[src/rtl/demux_pkg.sv]
// Shared constants and select-decoding helper for the demux block.
package demux_pkg;

  localparam int unsigned DEFAULT_DATA_WIDTH   = 4;
  localparam int unsigned DEFAULT_SEL_WIDTH    = 3;
  localparam int unsigned DEFAULT_OUTPUT_WIDTH = 5;

  // Widest lane count the helper can describe; decoders slice down to their own width.
  localparam int unsigned MAX_LANES = 64;

  typedef struct packed {
    logic                 oor;
    logic [MAX_LANES-1:0] hot;
  } onehot_t;

  // One-hot of sel over n lanes; oor set (and hot all zero) when sel >= n.
  function automatic onehot_t onehot(input logic [31:0] sel, input int unsigned n);
    onehot_t r;
    r = '0;
    if (sel < n) begin
      r.hot[sel[5:0]] = 1'b1;
    end else begin
      r.oor = 1'b1;
    end
    return r;
  endfunction

endpackage

[src/rtl/demux_decode.sv]
// Combinational select decoder: one-hot lane vector plus out-of-range flag.
module demux_decode
  import demux_pkg::*;
#(
  parameter int unsigned SEL_WIDTH    = DEFAULT_SEL_WIDTH,
  parameter int unsigned OUTPUT_WIDTH = DEFAULT_OUTPUT_WIDTH
) (
  input  logic [SEL_WIDTH-1:0]    sel,
  output logic [OUTPUT_WIDTH-1:0] lane_c,
  output logic                    err_c
);

  onehot_t dec;

  // Full-width compare of sel; no truncation before the range test.
  always_comb begin
    dec    = onehot(32'(sel), OUTPUT_WIDTH);
    lane_c = dec.hot[OUTPUT_WIDTH-1:0];
    err_c  = dec.oor;
  end

  // Helper bits above this decoder's lane count are always zero here.
  if (OUTPUT_WIDTH < MAX_LANES) begin : g_spare
    logic unused_hot;
    assign unused_hot = ^dec.hot[MAX_LANES-1:OUTPUT_WIDTH];
  end

endmodule

[src/rtl/demux.sv]
// Registered 1-to-N demultiplexer with one-hot lane flag and out-of-range error.
module demux
  import demux_pkg::*;
#(
  parameter int unsigned DATA_WIDTH   = DEFAULT_DATA_WIDTH,
  parameter int unsigned SEL_WIDTH    = DEFAULT_SEL_WIDTH,
  parameter int unsigned OUTPUT_WIDTH = DEFAULT_OUTPUT_WIDTH
) (
  input  logic                    clk_i,
  input  logic                    rst_i,
  input  logic [DATA_WIDTH-1:0]   data_i,
  input  logic [SEL_WIDTH-1:0]    sel_i,
  output logic [DATA_WIDTH-1:0]   data_o [OUTPUT_WIDTH-1:0],
  output logic [OUTPUT_WIDTH-1:0] lane_o,
  output logic                    err_o
);

  // Reject lane counts the select cannot address or the helper cannot describe.
  if (OUTPUT_WIDTH < 1 || OUTPUT_WIDTH > (64'd1 << SEL_WIDTH) || OUTPUT_WIDTH > MAX_LANES)
  begin : g_bad_cfg
    $error("demux: OUTPUT_WIDTH must be in 1..2**SEL_WIDTH");
  end

  logic [OUTPUT_WIDTH-1:0] lane_c;
  logic                    err_c;

  demux_decode #(
    .SEL_WIDTH    (SEL_WIDTH),
    .OUTPUT_WIDTH (OUTPUT_WIDTH)
  ) u_decode (
    .sel    (sel_i),
    .lane_c (lane_c),
    .err_c  (err_c)
  );

  // Register lanes: selected lane loads data, all others clear on the same edge.
  always_ff @(posedge clk_i or posedge rst_i) begin
    if (rst_i) begin
      for (int i = 0; i < int'(OUTPUT_WIDTH); i++) begin
        data_o[i] <= '0;
      end
      lane_o <= '0;
      err_o  <= 1'b0;
    end else begin
      for (int i = 0; i < int'(OUTPUT_WIDTH); i++) begin
        data_o[i] <= lane_c[i] ? data_i : '0;
      end
      lane_o <= lane_c;
      err_o  <= err_c;
    end
  end

endmodule

[config.mk]
export PLATFORM = sky130hd
export DESIGN_NAME = demux
export DESIGN_NICKNAME = d
export VERILOG_FILES = /design/src/rtl/demux_pkg.sv /design/src/rtl/demux_decode.sv /design/src/rtl/demux.sv
export SDC_FILE = /design/constraint.sdc
export NUM_CORES = 1
export LEC_CHECK = 0
export CORE_MARGIN = 5
export CORE_UTILIZATION = 26
export DETAILED_ROUTE_END_ITERATION = 10
export PLACE_DENSITY = 0.58
export SYNTH_ARGS = -nofsm -noshare
export SYNTH_HDL_FRONTEND = slang
export SYNTH_SLANG_ARGS = --single-unit
[constraint.sdc]
create_clock -name clk_i -period 0.8 [get_ports clk_i]
set_clock_uncertainty 0.1 [all_clocks]
set_input_delay 0.16 -clock clk_i [delete_from_list [all_inputs] [get_ports clk_i]]
set_output_delay 0.16 -clock clk_i [all_outputs]
set_load 0.01 [all_outputs]
**Yosys cells after proc, flatten, opt, wreduce, memory -nomap -nowiden**

Index checks and enable logic that the tools add are counted.

- Bits of input ports: 9
- Register bits: 26
- Output and inout bits: 26
- Logic and storage cells: 20

- Order comparisons: 3
- Mux-type cells: 9
- Reductions and logical operators: 1

Operators by type and width:

| cell | count |
|---|---|
| 2-to-1 mux 4 bit | 5 |
| less-than comparator 3 x 7 -> 1 bit, second input constant | 1 |
| 2-to-1 mux 5 bit | 1 |
| demux 1 bit (select 3 bit) | 1 |
| >= comparator 3 x 1 -> 1 bit, second input constant | 1 |
| less-than comparator 3 bit, second input constant | 1 |
| 2-to-1 mux 1 bit | 2 |
| logical AND 1 bit | 1 |

**Logic depth before layout (Yosys ltp)**

Gate-level depths: netlist of run 1.

- Depth in word-level cells: 6
- Mapped depth: 2
- Mapped depth without buffers: 1

**Cells and area by module**

A second synthesis of run 1 with hierarchy kept.

- Cell total of the unflattened synthesis: 53
- Area total of the unflattened synthesis: 824.5 um2

Modules (own cells, without submodules):

| module | instances | sequential area each (um2) | area each (um2) | cells each |
|---|---|---|---|---|
| demux | 1 | 650.6 | 779.5 | 47 |
| demux_decode | 1 | 0.0 | 45.0 | 6 |

**Least setup slack after synthesis of run 1**

No wires, ideal clock.

- Path kind: in2reg
- Start: in sel_i[0]
- End: reg data_o[0] (netlist name)
- Cell stages on the path: 2
- Path buffers: 1
- Library setup time: 0.095 ns
- Data arrival time: 0.553 ns
- Data required time: 0.605 ns
- Slack: 0.052 ns
- Path through: buf_4 > nor4b_2

- Longest elaborated chain between the ends: 6

RTL lines:

| element | RTL line | RTL |
|---|---|---|
| start, declared | demux.sv:12 | `input logic [SEL_WIDTH-1:0] sel_i,` |
| less-than comparator 3 x 7 -> 1 bit (not written as such) / >= comparator 3 x 1 -> 1 bit (equally long branches) | demux_pkg.sv:21 | `r.hot[sel[5:0]] = 1'b1;` |
| logical AND 1 bit (not written as such) | demux_pkg.sv:21 |  |
| 2-to-1 mux 1 bit (not written as such) | demux_pkg.sv:21 |  |
| demux 1 bit (select 3 bit) | - |  |
| 2-to-1 mux 5 bit (*) | demux_pkg.sv:20 | `if (sel < n) begin` |
| 2-to-1 mux 4 bit (*) | demux.sv:46 | `data_o[i] <= lane_c[i] ? data_i : '0;` |
| end signal, assigned by index | demux.sv:46 |  |
| end, declared | demux.sv:13 | `output logic [DATA_WIDTH-1:0] data_o [OUTPUT_WIDTH-1:0],` |

Every way passes the cells marked *; elsewhere a longest branch is shown, timed or not.

**Final worst setup path of run 1**

- Start: reg data_o[10] (netlist name)
- End: out data_o[10] (netlist name)

No word-level cell between the ends.

==> results of run 1 <==
where the power goes:
part | switching [W] | internal [W] | total [W] | leakage [nW]
sequential | 0.0000105 | 0.00135 | 0.00136 | 0.354
combinational | 0.000167 | 0.000194 | 0.000360 | 0.377
clock | 0.000386 | 0.000669 | 0.00106 | 0.0357
sequential cells by signal, indices dropped and copies added, names as in the netlist:
| name | flops |
|---|---|
| err_o | 1 |
| lane_o | 5 |
| data_o | 20 |
worst min-delay path, stage by stage:
cell	delay, ps
clkdlybuf4s50_1	400
inv_1	90
buf_12	190
area by class of cell:
type / instances / area share [%]
repair buffers: 41 / 26.8
inverters: 1 / 0.246
multi-input cells: 26 / 21.8
clock inverters: 1 / 1.97
flip-flops and latches: 26 / 42.6
well taps: 48 / 3.93
clock buffers: 3 / 2.70
logic make-up after synthesis:
kind of cell / Yosys count
flops: 26
simple gates: 25
buf+inv: 7
compound gates: 1
synth_stat cells, drive strengths merged:
library cell,n,area [µm²]
and3b,1,8.76
and4b,4,40.0
and4bb,11,138
buf,6,42.5
dfrtp,26,651
inv,1,3.75
nor3,1,5.00
nor3b,3,37.5
nor4b,4,60.1
nor4bb,1,10.0
o21a,1,7.51
stage by stage:
stage / setup TNS (ps) / util, % / cells / hold WS [ps]
after global placement: -19820 / 39.1 / 139 / 403
after detailed placement: -19930 / 39.1 / 139 / 406
after global routing: -6690 / 41.4 / 146 / 156
final: -5850 / 41.4 / 146 / 116
after CTS: -6150 / 40.1 / 146 / 118
after floorplan: 0 / - / 59 / 100
worst max path at each step:
stage | startpoint | to | slack [ps] | depth (start not counted)
after global routing | data_o[10] | data_o[10] | -280 | 1
after CTS | data_o[10] | data_o[10] | -270 | 1
after global placement | sel_i[1] | data_o[16] | -510 | 3
after detailed placement | sel_i[2] | data_o[11] | -520 | 3
final | data_o[10] | data_o[10] | -250 | 1
after floorplan | rst_i | data_o[0] | 20 | 1
layer usage:
metal / vias up / track usage, %
li1: 298 / -
met1: 324 / 10.7
met2: 25 / 15.2
met3: 4 / 1.80
met4: 0 / 6.26
met5: - / 0
timing repair:
action | CTS | global route
hold endpoints to repair | 0 | 0
setup endpoints to repair | 52 | 28
resized for setup | 122 | 7
gates cloned | 3 | 0
==> metrics.md, run 1 <==
| Metric | Value |
|---|---|
| Post-Syn Area per Cell | `17.0 µm²` |
| Dpl ws | `-517 ps` |
| Synthesized cell area | `0.00100 mm²` |
| Total grt overflow | `0` |
| Critical-path top delay cell | `dfrtp_1` |
| Iteration-0 DRC Markers | `54` |
| Max Slew Vio Count | `0` |
| TritonRoute pass-1 iters | `2` |
| CP startpoint kind | `flip-flop` |
| Setup crit end kind | `output pin` |
| Commonest non-fill, non-tap cell in the layout | `dfrtp_1` |
| Min-delay worst type | `in2async` |
| Initial antenna violation count | `0` |
| Worst slew margin | `a little under nine tenths` |
| FP Rows | `22` |
| Minimum clock period | `roughly 1100 ps` |
| CTS H-tree depth | `1` |
| Peak VDD IR | `around 0.00058 V` |
| Worst-path clk slew | `90 ps` |
| Synth Instances | `slightly below 60` |
| Sequential fraction of the synthesis area | `about 65%` |
| Vias per cell | `roughly 4.5` |
| Drt drc | `0` |
| Multi-input logic area | `333 µm²` |
| Register area | `651 µm²` |
| Full die area | `around 0.0052 mm²` |
| I/O pins | `35` |
| Area grow syn2layout | `52.2%` |
| CP arrival | `a little under 800 ps` |
| Post-CTS Setup Bufs | `0` |
| Max Cap Viol | `0` |
| Root Driver | `clkbuf_8` |
| Max Root-Sink Buffers | `2` |
| First-pass GRT wire length | `roughly 3.6 mm` |
| Maximum fanout along the worst path | `1` |
| FMAX | `about 950 MHz` |
| Synth Area in XOR/XNOR | `0%` |
| Routed len/inst | `around 15 µm` |
| Post-synthesis mux area share | `0%` |
| Crit-path max cell delay | `~400 ps` |
| CP delay by family, top | `flip-flops` |
| Height of the die | `72.1 µm` |
| Yosys Warn Count | `0` |
| Total number of vias | `651` |
| Syn nets | `68` |
| Final wirelength | `around 2.2 mm` |
| Met2 routed WL | `roughly 1.2 mm` |
| Final instance area | `around 0.0015 mm²` |
| Dpl cell area | `0.00144 mm²` |
| Count of cell types in the netlist | `12` |
| WL met3 | `between 150 and 200 µm` |
| Violations in the final reports | `negative setup slack` |
| Synth Register Bits | `26` |
| Worst Path Buf+Inv | `1` |
| Most frequent cells in the layout | `26 x dfrtp_1, 20 x buf_2, 11 x and4bb_2, 6 x buf_6` |
| Status | `finished with violations` |
| Vias in the first global route | `715` |
| Setup ws final | `-251 ps` |
| Tcrit/Tclk final | `131%` |
| Starting density of the core | `between 20% and 30%` |
| Layout cell share with drive strength beyond 1 | `a little under 60%` |
| Leakage power | `approximately 0.77 nW` |
| Worst-path cell chain | `buf_6` |
| Routability Congestion | `0.749` |
| Met1 wire length | `~890 µm` |
| CTS tree | `yes` |
| Routed Antenna Nets | `0` |
| Top Metal Used | `met4` |
| Die X | `between 70 and 80 µm` |
| Post-Synth Simple-Gate Area | `29.8%` |
| Largest net degree at the start of global routing | `27` |
| Largest family of logic cells by synthesized area | `simple AND/OR/NAND/NOR gates` |
| Final setup vio count | `26` |
| Final Hold Fails | `0` |
| # fillers | `between 300 and 400` |
| Unrepaired setup endpoints after global routing | `true` |
| Compound-Gate Fraction of Synth Area | `0.748%` |
| Ant diodes | `0` |
| Core area | `approximately 0.0037 mm²` |
| Hold-fix buffers at CTS | `0` |
| CTS buffer count | `3` |
| PortBufs | `34` |
| Crit Path Category | `reg2out` |
| Adder-cell share of the synthesized area | `0%` |
| Total track usage | `roughly 9.2%` |
| Total chip power | `roughly 0.0028 W` |
| Worst-margin pin slew | `~210 ps` |
| WP data required | `between 500 and 600 ps` |
| Nets | `108` |
| PwrDens | `about 1800 mW/mm²` |
| CTS sink count | `26` |
Note: power is estimated with default switching activity, not from simulation.
==> inputs of run 2 (changes only) <==
--- a/config.mk
+++ b/config.mk
@@ -5,10 +5,12 @@
 export SDC_FILE = /design/constraint.sdc
 export NUM_CORES = 1
 export LEC_CHECK = 0
+export CELL_PAD_IN_SITES_DETAIL_PLACEMENT = 2
+export CELL_PAD_IN_SITES_GLOBAL_PLACEMENT = 2
 export CORE_MARGIN = 5
 export CORE_UTILIZATION = 26
 export DETAILED_ROUTE_END_ITERATION = 10
-export PLACE_DENSITY = 0.58
+export PLACE_DENSITY = 0.77
 export SYNTH_ARGS = -nofsm -noshare
 export SYNTH_HDL_FRONTEND = slang
 export SYNTH_SLANG_ARGS = --single-unit
==> metrics.md, run 2 (synthesis results as in run 1) <==
| Metric | Value |
|---|---|
| Initial antenna violation count | `0 (unchanged)` |
| Final Hold Fails | `0 (unchanged)` |
| Clk pwr share | `32.7% (-5.3 points)` |
| Max Slew Vio Count | `0 (unchanged)` |
| CP delay by family, top | `flip-flops` |
| Setup crit end kind | `output pin` |
| Ant diodes | `0 (unchanged)` |
| Layout cell share with drive strength beyond 1 | `60.2% (+1.0 points)` |
| Vias in the first global route | `760 (+6.3%)` |
| Core area | `0.00369 mm² (unchanged)` |
| PortBufs | `34 (unchanged)` |
| WP data required | `540 ps (about the same)` |
| Tcrit/Tclk final | `134% (+2.2 points)` |
| Routed Antenna Nets | `0 (unchanged)` |
| Iteration-0 DRC Markers | `18 (-67%)` |
| Die X | `72.1 µm (unchanged)` |
| Vias per cell | `4.54 (+1.8%)` |
| Routability Congestion | `0.667 (-11%)` |
| Worst-path clk slew | `90 ps (about the same)` |
| Nets | `108 (unchanged)` |
| CTS sink count | `26 (unchanged)` |
| Largest Register | `data_o` |
| Final wirelength | `2.64 mm (+19%)` |
| Sw power | `0.000584 W (+3.7%)` |
| Worst-margin pin slew | `197 ps (-15.9 ps)` |
| Unrepaired setup endpoints after global routing | `true` |
| CP arrival | `810 ps (+20 ps)` |
| Register area | `651 µm² (unchanged)` |
| Total track usage | `11.9% (+2.7 points)` |
| Minimum clock period | `1070 ps (+17.9 ps)` |
| Post-CTS Setup Bufs | `0 (unchanged)` |
| Leakage power | `0.765 nW (-0.30%)` |
| CP startpoint kind | `flip-flop` |
| TritonRoute pass-1 iters | `4 (+2)` |
| Crit-path max cell delay | `390 ps (about the same)` |
| Total number of vias | `663 (+1.8%)` |
| Largest register FFs | `20 (unchanged)` |
| Largest net degree at the start of global routing | `27 (unchanged)` |
| Root Driver | `clkbuf_8` |
| Starting density of the core | `27.2% (unchanged)` |
| Critical-path top delay cell | `dfrtp_1` |
| Min-delay worst type | `in2async` |
| Final Core Density | `41.3% (-0.10 points)` |
| Setup ws final | `-268 ps (-17.9 ps)` |
| Dpl hpwl | `1.57 mm` |
| Violations in the final reports | `negative setup slack` |
| Status | `finished with violations` |
| CTS buffer count | `3 (unchanged)` |
| FP Rows | `22 (unchanged)` |
| Most frequent cells in the layout | `26 x dfrtp_1, 19 x buf_2, 11 x and4bb_2, 8 x buf_6` |
| Worst-path cell chain | `buf_2` |
| Max Root-Sink Buffers | `2 (unchanged)` |
| I/O pins | `35 (unchanged)` |
| Largest registers | `data_o x20, lane_o x5, err_o x1` |
| Peak VDD IR | `0.00103 V (+78%)` |
| # fillers | `378 (+5.9%)` |
| PwrDens | `1690 mW/mm² (-7.1%)` |
| CTS tree | `yes` |
| Drt drc | `0 (unchanged)` |
| Height of the die | `72.1 µm (unchanged)` |
| Commonest non-fill, non-tap cell in the layout | `dfrtp_1` |
| CTS H-tree depth | `1 (unchanged)` |
| Total chip power | `0.00257 W (-7.3%)` |
| Pint | `0.00199 W (-10%)` |
| Sw Ratio | `22.7% (+2.4 points)` |
| Maximum fanout along the worst path | `1 (unchanged)` |
| FMAX | `936 MHz (-1.7%)` |
| Area grow syn2layout | `51.9%` |
| Full die area | `0.00520 mm² (unchanged)` |
| First-pass GRT wire length | `4.46 mm (+24%)` |
| Total grt overflow | `0 (unchanged)` |
| Final setup vio count | `26 (unchanged)` |
| Max Cap Viol | `0 (unchanged)` |
| Crit Path Category | `reg2out` |
| Dpl ws | `-535 ps (-18.4 ps)` |
| Multi-input logic area | `339 µm² (+1.9%)` |
| Routed len/inst | `18.1 µm (+19%)` |
| Combinational share of power | `14.3% (+1.3 points)` |
| Worst Path Buf+Inv | `1 (unchanged)` |
| Seq pwr share | `53.0% (+4.0 points)` |
| Worst slew margin | `86.8% (+1.2 points)` |
-- run 2: metrics by stage --
stage | std cells | hold slack (ps) | cell area [µm²] | setup TNS [ps]
floorplan | 59 | 100 | 1000 | 0
global placement | 139 | 402 | 1440 | -19720
detailed placement | 139 | 419 | 1440 | -20420
CTS | 146 | 119 | 1490 | -6440
global route | 146 | 164 | 1520 | -7260
finish | 146 | 112 | 1520 | -6140
-- run 2: what timing repair did --
item	in CTS	in global routing
endpoints found under the hold margin	0	0
setup endpoints to repair	52	28
hold buffers	0	0
pin swaps	1	0
gates resized for setup	126	8
gates cloned	3	0
-- run 2: final timing paths --
check	depth (start not counted)	slack, ps	startpoint	to
worst min-delay path	3	110	rst_i	data_o[18]
worst max-delay path	1	-270	lane_o[1]	lane_o[1]
max in group asynchronous	3	340	rst_i	data_o[11]
min in group clk_i	3	210	sel_i[2]	data_o[2]
-- run 2: final cells by class --
class	instances	share of cell area (%)
clock buffer	4	3.61
inverter	1	0.246
multi-input combinational	26	22.2
sequential	26	42.7
tap	48	3.94
timing repair buffer	41	27.3
-- run 2: power groups by stage --
stage | registers (W) | clock network [W] | logic (W)
after global placement | 0.00139 | 0 | 0.000328
after floorplan | 0.00141 | 0 | 0.000124
after detailed placement | 0.00139 | 0 | 0.000341
final | 0.00136 | 0.000841 | 0.000369
after global routing | 0.00137 | 0.000956 | 0.000402
after CTS | 0.00136 | 0.000871 | 0.000365
-- run 2: routing by layer --
layer / GRT usage, % / part of all wire (%) / up-vias
met1: 13.6 / 37 / 334
met4: 8.77 / 3.6 / 0
met3: 2.77 / 5.6 / 5
li1: - / - / 299
met2: 19.3 / 53 / 25
met5: 0 / 0 / -
